### config.mk
export PLATFORM = sky130hd
export DESIGN_NAME = lab4_serial_engine
export DESIGN_NICKNAME = d
export VERILOG_FILES = /design/src/rtl/lab4_serial_engine.sv
export SDC_FILE = /design/constraint.sdc
export NUM_CORES = 1
export LEC_CHECK = 0
export CAP_MARGIN = 30
export CORE_ASPECT_RATIO = 0.5
export CORE_MARGIN = 4
export CORE_UTILIZATION = 57
export DETAILED_ROUTE_END_ITERATION = 7
export GPL_TIMING_DRIVEN = 0
export PLACE_DENSITY = 0.92
export SETUP_SLACK_MARGIN = 0.4
export SLEW_MARGIN = 10
export SYNTH_ARGS = -nofsm -noshare
export SYNTH_HDL_FRONTEND = slang
export SYNTH_SLANG_ARGS = --single-unit
export TNS_END_PERCENT = 10
### constraint.sdc
create_clock -name clk_i -period 4.6 [get_ports clk_i]
set_input_delay 0.69 -clock clk_i [delete_from_list [all_inputs] [get_ports clk_i]]
set_output_delay 0.69 -clock clk_i [all_outputs]
set_load 0.01 [all_outputs]
### src/rtl/lab4_serial_engine.sv
// LAB4 serial config engine: shifts a word MSB-first to one or all chips, pulses PCLK, captures SHOUT.
// Latency (2*DATA_BITS+1)*(P+1) cycles from accept to done; busy_o high means requests are ignored.
module lab4_serial_engine #(
  parameter int NUM_LAB       = 12,
  parameter int DATA_BITS     = 24,
  parameter int PRESCALE_BITS = 8,
  parameter int SEL_BITS      = 4
) (
  input  logic                     clk_i,
  input  logic                     rst_n_i,
  input  logic                     req_i,
  input  logic [DATA_BITS-1:0]     data_i,
  input  logic [SEL_BITS-1:0]      sel_i,
  input  logic                     broadcast_i,
  input  logic [PRESCALE_BITS-1:0] prescale_i,
  input  logic [NUM_LAB-1:0]       SHOUT,
  output logic                     busy_o,
  output logic                     done_o,
  output logic                     err_o,
  output logic [DATA_BITS-1:0]     readback_o,
  output logic [NUM_LAB-1:0]       SIN,
  output logic [NUM_LAB-1:0]       SCLK,
  output logic [NUM_LAB-1:0]       PCLK
);

  localparam int BIT_W = (DATA_BITS > 1) ? $clog2(DATA_BITS) : 1;

  typedef enum logic [1:0] {IDLE, SCLK_LO, SCLK_HI, LATCH} state_t;

  state_t                   state_q, state_d;
  logic [PRESCALE_BITS-1:0] cnt_q, cnt_d, pre_q, pre_d;
  logic [BIT_W-1:0]         bit_q, bit_d;
  logic [DATA_BITS-1:0]     data_q, data_d, shift_q, shift_d, rdbk_q, rdbk_d;
  logic [SEL_BITS-1:0]      sel_q, sel_d;
  logic                     bc_q, bc_d;
  logic                     busy_q, busy_d, done_q, done_d, err_q, err_d;
  logic [NUM_LAB-1:0]       sin_q, sin_d, sclk_q, sclk_d, pclk_q, pclk_d;
  logic [NUM_LAB-1:0]       mask_d;
  logic [SEL_BITS-1:0]      rb_sel;
  logic                     rb_bit, sel_ok, last;

  always_comb begin
    state_d = state_q;
    cnt_d   = cnt_q;
    pre_d   = pre_q;
    bit_d   = bit_q;
    data_d  = data_q;
    sel_d   = sel_q;
    bc_d    = bc_q;
    shift_d = shift_q;
    rdbk_d  = rdbk_q;
    done_d  = 1'b0;
    err_d   = 1'b0;

    // Broadcast transactions read back from chip 0.
    rb_sel = bc_q ? '0 : sel_q;
    rb_bit = 1'b0;
    for (int i = 0; i < NUM_LAB; i++) begin
      if (rb_sel == SEL_BITS'(i)) rb_bit = SHOUT[i];
    end

    sel_ok = broadcast_i || ({1'b0, sel_i} < (SEL_BITS+1)'(NUM_LAB));
    last   = (cnt_q == pre_q);

    case (state_q)
      IDLE: begin
        if (req_i) begin
          if (sel_ok) begin
            state_d = SCLK_LO;
            cnt_d   = '0;
            pre_d   = prescale_i;
            bit_d   = BIT_W'(DATA_BITS-1);
            data_d  = data_i;
            sel_d   = sel_i;
            bc_d    = broadcast_i;
            shift_d = '0;
          end else begin
            err_d = 1'b1;
          end
        end
      end
      SCLK_LO: begin
        if (last) begin
          cnt_d   = '0;
          state_d = SCLK_HI;
        end else begin
          cnt_d = cnt_q + 1'b1;
        end
      end
      SCLK_HI: begin
        if (cnt_q == '0) shift_d = {shift_q[DATA_BITS-2:0], rb_bit};
        if (last) begin
          cnt_d = '0;
          if (bit_q == '0) begin
            state_d = LATCH;
          end else begin
            bit_d   = bit_q - 1'b1;
            state_d = SCLK_LO;
          end
        end else begin
          cnt_d = cnt_q + 1'b1;
        end
      end
      LATCH: begin
        if (last) begin
          cnt_d   = '0;
          state_d = IDLE;
          done_d  = 1'b1;
          rdbk_d  = shift_q;
        end else begin
          cnt_d = cnt_q + 1'b1;
        end
      end
      default: state_d = IDLE;
    endcase

    // Pin outputs are decoded from next state so they register alongside it.
    for (int i = 0; i < NUM_LAB; i++) begin
      mask_d[i] = bc_d || (sel_d == SEL_BITS'(i));
    end
    busy_d = (state_d != IDLE);
    sin_d  = ((state_d == SCLK_LO || state_d == SCLK_HI) && data_d[bit_d]) ? mask_d : '0;
    sclk_d = (state_d == SCLK_HI) ? mask_d : '0;
    pclk_d = (state_d == LATCH) ? mask_d : '0;
  end

  always_ff @(posedge clk_i or negedge rst_n_i) begin
    if (!rst_n_i) begin
      state_q <= IDLE;
      cnt_q   <= '0;
      pre_q   <= '0;
      bit_q   <= '0;
      data_q  <= '0;
      sel_q   <= '0;
      bc_q    <= 1'b0;
      shift_q <= '0;
      rdbk_q  <= '0;
      busy_q  <= 1'b0;
      done_q  <= 1'b0;
      err_q   <= 1'b0;
      sin_q   <= '0;
      sclk_q  <= '0;
      pclk_q  <= '0;
    end else begin
      state_q <= state_d;
      cnt_q   <= cnt_d;
      pre_q   <= pre_d;
      bit_q   <= bit_d;
      data_q  <= data_d;
      sel_q   <= sel_d;
      bc_q    <= bc_d;
      shift_q <= shift_d;
      rdbk_q  <= rdbk_d;
      busy_q  <= busy_d;
      done_q  <= done_d;
      err_q   <= err_d;
      sin_q   <= sin_d;
      sclk_q  <= sclk_d;
      pclk_q  <= pclk_d;
    end
  end

  assign busy_o     = busy_q;
  assign done_o     = done_q;
  assign err_o      = err_q;
  assign readback_o = rdbk_q;
  assign SIN        = sin_q;
  assign SCLK       = sclk_q;
  assign PCLK       = pclk_q;

endmodule

Word level (Yosys, flattened, before mapping)
Index checks and enable logic that the tools add are counted.

Word-level logic and storage cells: 130. Latch bits: 0. Bits of input ports: 52. Flip-flop bits (word level): 139. Bits in read-only memories: 0. Memories: 0. RAM bits: 0.

Bitwise logic cells: 0. Add/subtract/negate cells: 2. Div/mod/pow operators: 0. Eq/ne operators: 32. $mul: 0. Shifts and indexed selects: 0. Reductions and logical operators: 27. $lt $le $gt $ge: 2. Multiplexer cells: 52.

Operator list (count): 24-bit two-way mux (6); 24-bit case mux with 2 select lines (1); 12-bit two-way mux (3); 4-bit by 3-bit == test with 1-bit output (second input constant) (8); 4-bit == test (second input constant) (8); 8-bit two-way mux (3); 1-bit two-way mux (21); 5-bit two-way mux (4); 4-bit by 2-bit == test with 1-bit output (second input constant) (4); 4-bit two-way mux (4); 8-bit case mux with 2 select lines (1); 1-bit logical OR (14); 2-bit two-way mux (6); 5-bit case mux with 2 select lines (1); 8-bit by 1-bit adder with 8-bit output (second input constant) (1); 2-bit == test (second input constant) (4); 4-bit by 1-bit == test with 1-bit output (second input constant) (2); 8-bit == test (1); 4-bit logical NOT (2); 8-bit logical NOT (1); 2-bit case mux with 4 select lines (1); 5-bit by 6-bit < comparator with 1-bit output (second input constant) (1); 2-bit != test (second input constant) (3); 1-bit binary-select mux with 5-bit select (1); 11 further kinds (14).

Longest topological paths before layout
Depth in word-level cells: 16. Gate-level depth with buffers: 13.

Worst setup path before layout
Ideal clock, no wire load.

Kind: reg2reg. Start: register bit_q[0]. End: register sin_q[10] (netlist: SIN[10]). Cell stages (with the launch flop): 14. Path slack: 1605 ps. Setup time: 96 ps. Required time: 4504 ps. Arrival: 2899 ps. Period minus slack after synthesis: 2995 ps. Path through: dfrtp_1 > inv_1 > ha_1 > or4b_4 > and4_4 > and3_4 > buf_6 > o31ai_4 > inv_4 > a211o_1 > o2111ai_2 > o2111ai_2 > buf_6 > nor4_2.

Longest elaborated chain between the ends: 8. Elaborated cells on any way between the ends: 17.

Ends and longest elaborated chain: start, declared (RTL line 32) `logic [BIT_W-1:0] bit_q, bit_d;`; start signal, assigned (RTL line 148) `bit_q <= bit_d;`; 5-bit by 1-bit subtractor with 5-bit output or 5-bit logical NOT (tied branches) (RTL line 97, 94); 5-bit two-way mux (*) (RTL line 94) `if (bit_q == '0) begin`; 5-bit two-way mux (*) (RTL line 92) `if (last) begin`; 5-bit case mux with 2 select lines (*) (RTL line 65) `case (state_q)`; via bit_d[1] (RTL line 32); 1-bit binary-select mux with 5-bit select (*) (RTL line 122) `sin_d = ((state_d == SCLK_LO || state_d == SCLK_HI) && data_d[bit_d]) ? mask_d : '0;`; 1-bit two-way mux (implied by the code) (*) (RTL line 122); 1-bit logical AND (*) (RTL line 122); 12-bit two-way mux (*) (RTL line 122); via sin_d[10] (RTL line 37) `logic [NUM_LAB-1:0] sin_q, sin_d, sclk_q, sclk_d, pclk_q, pclk_d;`; end signal, assigned (RTL line 157) `sin_q <= sin_d;`; end, declared (RTL line 37).

Mark *: on every way through the listed nets, which the timed path passes. The rest lies on a longest branch. The select of a mux whose other input is x is not followed. A chain may end at the register's enable or synchronous reset.

Final worst setup path
Start: register cnt_q[4]. End: register sin_q[6] (netlist: SIN[6]).

Longest elaborated chain between the ends: 7. Elaborated cells on any way between the ends: 14.

Ends and longest elaborated chain: start, declared (RTL line 31) `logic [PRESCALE_BITS-1:0] cnt_q, cnt_d, pre_q, pre_d;`; start signal, assigned (RTL line 146) `cnt_q <= cnt_d;`; 8-bit == test (*) (RTL line 63) `last = (cnt_q == pre_q);`; 2-bit two-way mux (on tied branches) (RTL line 105, 83, 92); 2-bit case mux with 4 select lines (*) (RTL line 65); via state_d[0] (RTL line 30) `state_t state_q, state_d;`; 2-bit by 1-bit == test with 1-bit output or 2-bit == test (tied branches) (RTL line 122); 1-bit logical OR (*) (RTL line 122); 1-bit logical AND (*) (RTL line 122); 12-bit two-way mux (*) (RTL line 122); via sin_d[6] (RTL line 37).

Marks and branches as above.

==> results.tsv <==
metric	value	unit
status	completed	
clock sink total	139	
xor/xnor share of the synthesized area	2.35	%
clock root buffer master	clkbuf_16	
Final ANT Viol Nets	0	
total CTS buffers	17	
Total Power	5.53	mW
GR Util All Layers	27.9	%
Power per Cell Area	661	nW/µm²
largest net degree at the start of global routing	73	
worst reg-to-reg setup slack	940	ps
Routed WL	17300	µm
CTS tree	done	
Synth top area share	54.3	%
post-detail-place hpwl	11200	µm
Yosys warnings	0	
RSZ-0062 raised after global routing	no	
layout cells sized above 1	12.4	%
placer congestion estimate	0.911	
first-pass GRT wire length	28900	µm
Ant. Diodes	0	
number of port buffers	114	
wire length per cell	18.3	µm
Design Area, Final	8350	µm²
crit path DAT	3970	ps
Initial Utilization	58.3	%
syn_nets	712	
Hold Fails Final Rpt	0	
worst slew pin tran	684	ps
area post-placement	7750	µm²
Hold-fix buffers, CTS	0	
commonest non-fill, non-tap cells in the layout	nand2_1 (201), dfrtp_1 (139), clkdlybuf4s50_1 (113)	
Finish-stage setup viols	0	
relative slew slack	54.4	%
DRT Pass-1 Iters	5	
Via density	5.80	
Compound-Gate Fraction of Synth Area	9.21	%
IO Pins	115	
Final Skew	7.00	ps
critical path's slowest cell	nor3_2	
crit end category	flip-flop	
minimum clock period	3660	ps
Die ar.	13100	µm²
vias	5481	
Worst Path Required	4900	ps
Area Growth Syn to Fin	30.5	%
mux cell area share after synthesis	3.93	%
Mapped Cells	654	
CTS resizes	0	
Simple-Gate Fraction of Synth Area	25.3	%
DRC Markers	0	
nets@finish	846	
initial antenna violation count	0	
Slew Viols, Final	0	
max cap viols	0	
CP max stage delay	580	ps
Pleak	3.88	nW
main combinational cell family by area after synthesis	simple AND/OR/NAND/NOR gates	
cell breakdown of the critical path	clkbuf_1, xnor2_1, nand2_1, nor3_2, a211oi_1, a21oi_1, inv_1, ha_1, a21bo_2, a32o_1, buf_2, nor4_2	
worst-path maximum fanout	10	
top cells by area, synth	dfrtp_1 (54%), nand2_1 (12%), nand3_1 (2.5%)	
Final Cycle Share	79.6	%
Die Y	82.9	µm
EDFF count, synth	0	
area leader, netlist	dfrtp_1	
Yosys cell types	77	
commonest non-fill, non-tap cell in the layout	nand2_1	
f_max	273	MHz
Clock transition at path regs	60	ps
Cell Area, Synth	6400	µm²
via count of the first global-routing pass	5727	
width of the die	158	µm
sequential share of the synthesized area	54.3	%
critical path class	flip-flop to flip-flop	
startpoint types	flip-flop	
Overflow after GRT	0	
synthesized flop and latch total	139	
Worst VDD drop	0.363	mV
worst-case clock buffer depth	2	
clk_lat worst skew	430	ps
adder-cell share of the synthesized area	1.17	%
worst hold-check path type	primary input to asynchronous set/reset pin	
Post-synth ARST share	100	%
Post-synth top flop	dfrtp_1	
Post-CTS Repair Setup Buffers	0	
htree depth	4	
initial drt markers	553	
total negative slack	0	ps
Avg Cell Area, Syn	9.79	µm²
row count	27	
core area	11000	µm²
[cells by family (layout without fill, tap and decap cells)]
family | after synthesis | in the layout
compound gates | 86 | 86
flops | 139 | 139
xor+xnor | 12 | 12
mux | 23 | 23
simple gates | 339 | 339
buf+inv | 49 | 195
fa+ha+maj | 6 | 6
[area by class of cell]
class	instances	area [µm²]
Buffer	31	165
Clock inverter	11	145
Multi-Input combinational cell	466	2690
Sequential cell	139	3480
Tap cell	145	181
Clock buffer	20	457
Inverter	18	70.1
Timing Repair Buffer	115	1170
Fill cell	677	2630
[worst max-delay path: cells and delay by family, from the launching register on]
family,cells,cell delay (ps)
AO/OA/AOI/OAI,4,1050
XOR/XNOR,1,200
adder cells (fa/ha/maj),1,340
buffers and inverters,3,640
flip-flops,1,310
AND/OR/NAND/NOR,3,990
[routing by layer]
layer	track usage, %	vias to the layer above	part of all wire, %
li1	-	2469	-
met1	34.9	2654	41
met2	45.6	281	49
met3	6.66	77	6.5
met4	13.7	0	4.4
met5	0	-	0
[where the power goes]
part	internal, mW	switching [mW]
registers	1.70	0.362
logic	0.915	1.14
clock network	0.876	0.531
total	3.49	2.04
[registers in the layout (all words and copies together) (netlist names)]
| name | count |
|---|---|
| PCLK | 12 |
| SCLK | 12 |
| SIN | 12 |
| bc_q | 1 |
| bit_q | 5 |
| busy_o | 1 |
| cnt_q | 8 |
| data_q | 24 |
| done_o | 1 |
| err_o | 1 |
| pre_q | 8 |
| readback_o | 24 |
| sel_q | 4 |
| shift_q | 24 |
| state_q | 2 |
[synthesized netlist by cell type, drive strengths merged (8+ instances only)]
| master | n |
|---|---|
| xnor2 | 8 |
| inv | 17 |
| a21oi | 17 |
| nand2 | 202 |
| and2 | 13 |
| nand3 | 34 |
| clkbuf | 20 |
| o21ai | 25 |
| nor2b | 15 |
| nor3 | 12 |
| mux2i | 9 |
| nor2 | 30 |
| mux2 | 14 |
| dfrtp | 139 |
| buf | 11 |
[through the flow]
step | hold slack [ps] | util [%] | std cells | setup slack [ps]
floorplan | 394 | - | 654 | 1610
global placement | 454 | 70.3 | 913 | -2370
detailed placement | 463 | 70.6 | 914 | 719
CTS | 304 | 76.1 | 945 | 1030
global route | 334 | 76.1 | 945 | 790
finish | 265 | 76.1 | 945 | 939
[path summary, 6_finish.rpt]
| check | start | to | cells after the start |
|---|---|---|---|
| min in group clk_i | readback_o[12] | readback_o[12] | 2 |
| max reg2reg | cnt_q[4] | SIN[6] | 12 |
| max | cnt_q[4] | SIN[6] | 12 |
| max in group asynchronous | rst_n_i | bit_q[2] | 2 |
| min reg2reg | readback_o[12] | readback_o[12] | 2 |
| min | rst_n_i | readback_o[8] | 1 |
No activity file was read; power rests on OpenSTA's default activity.
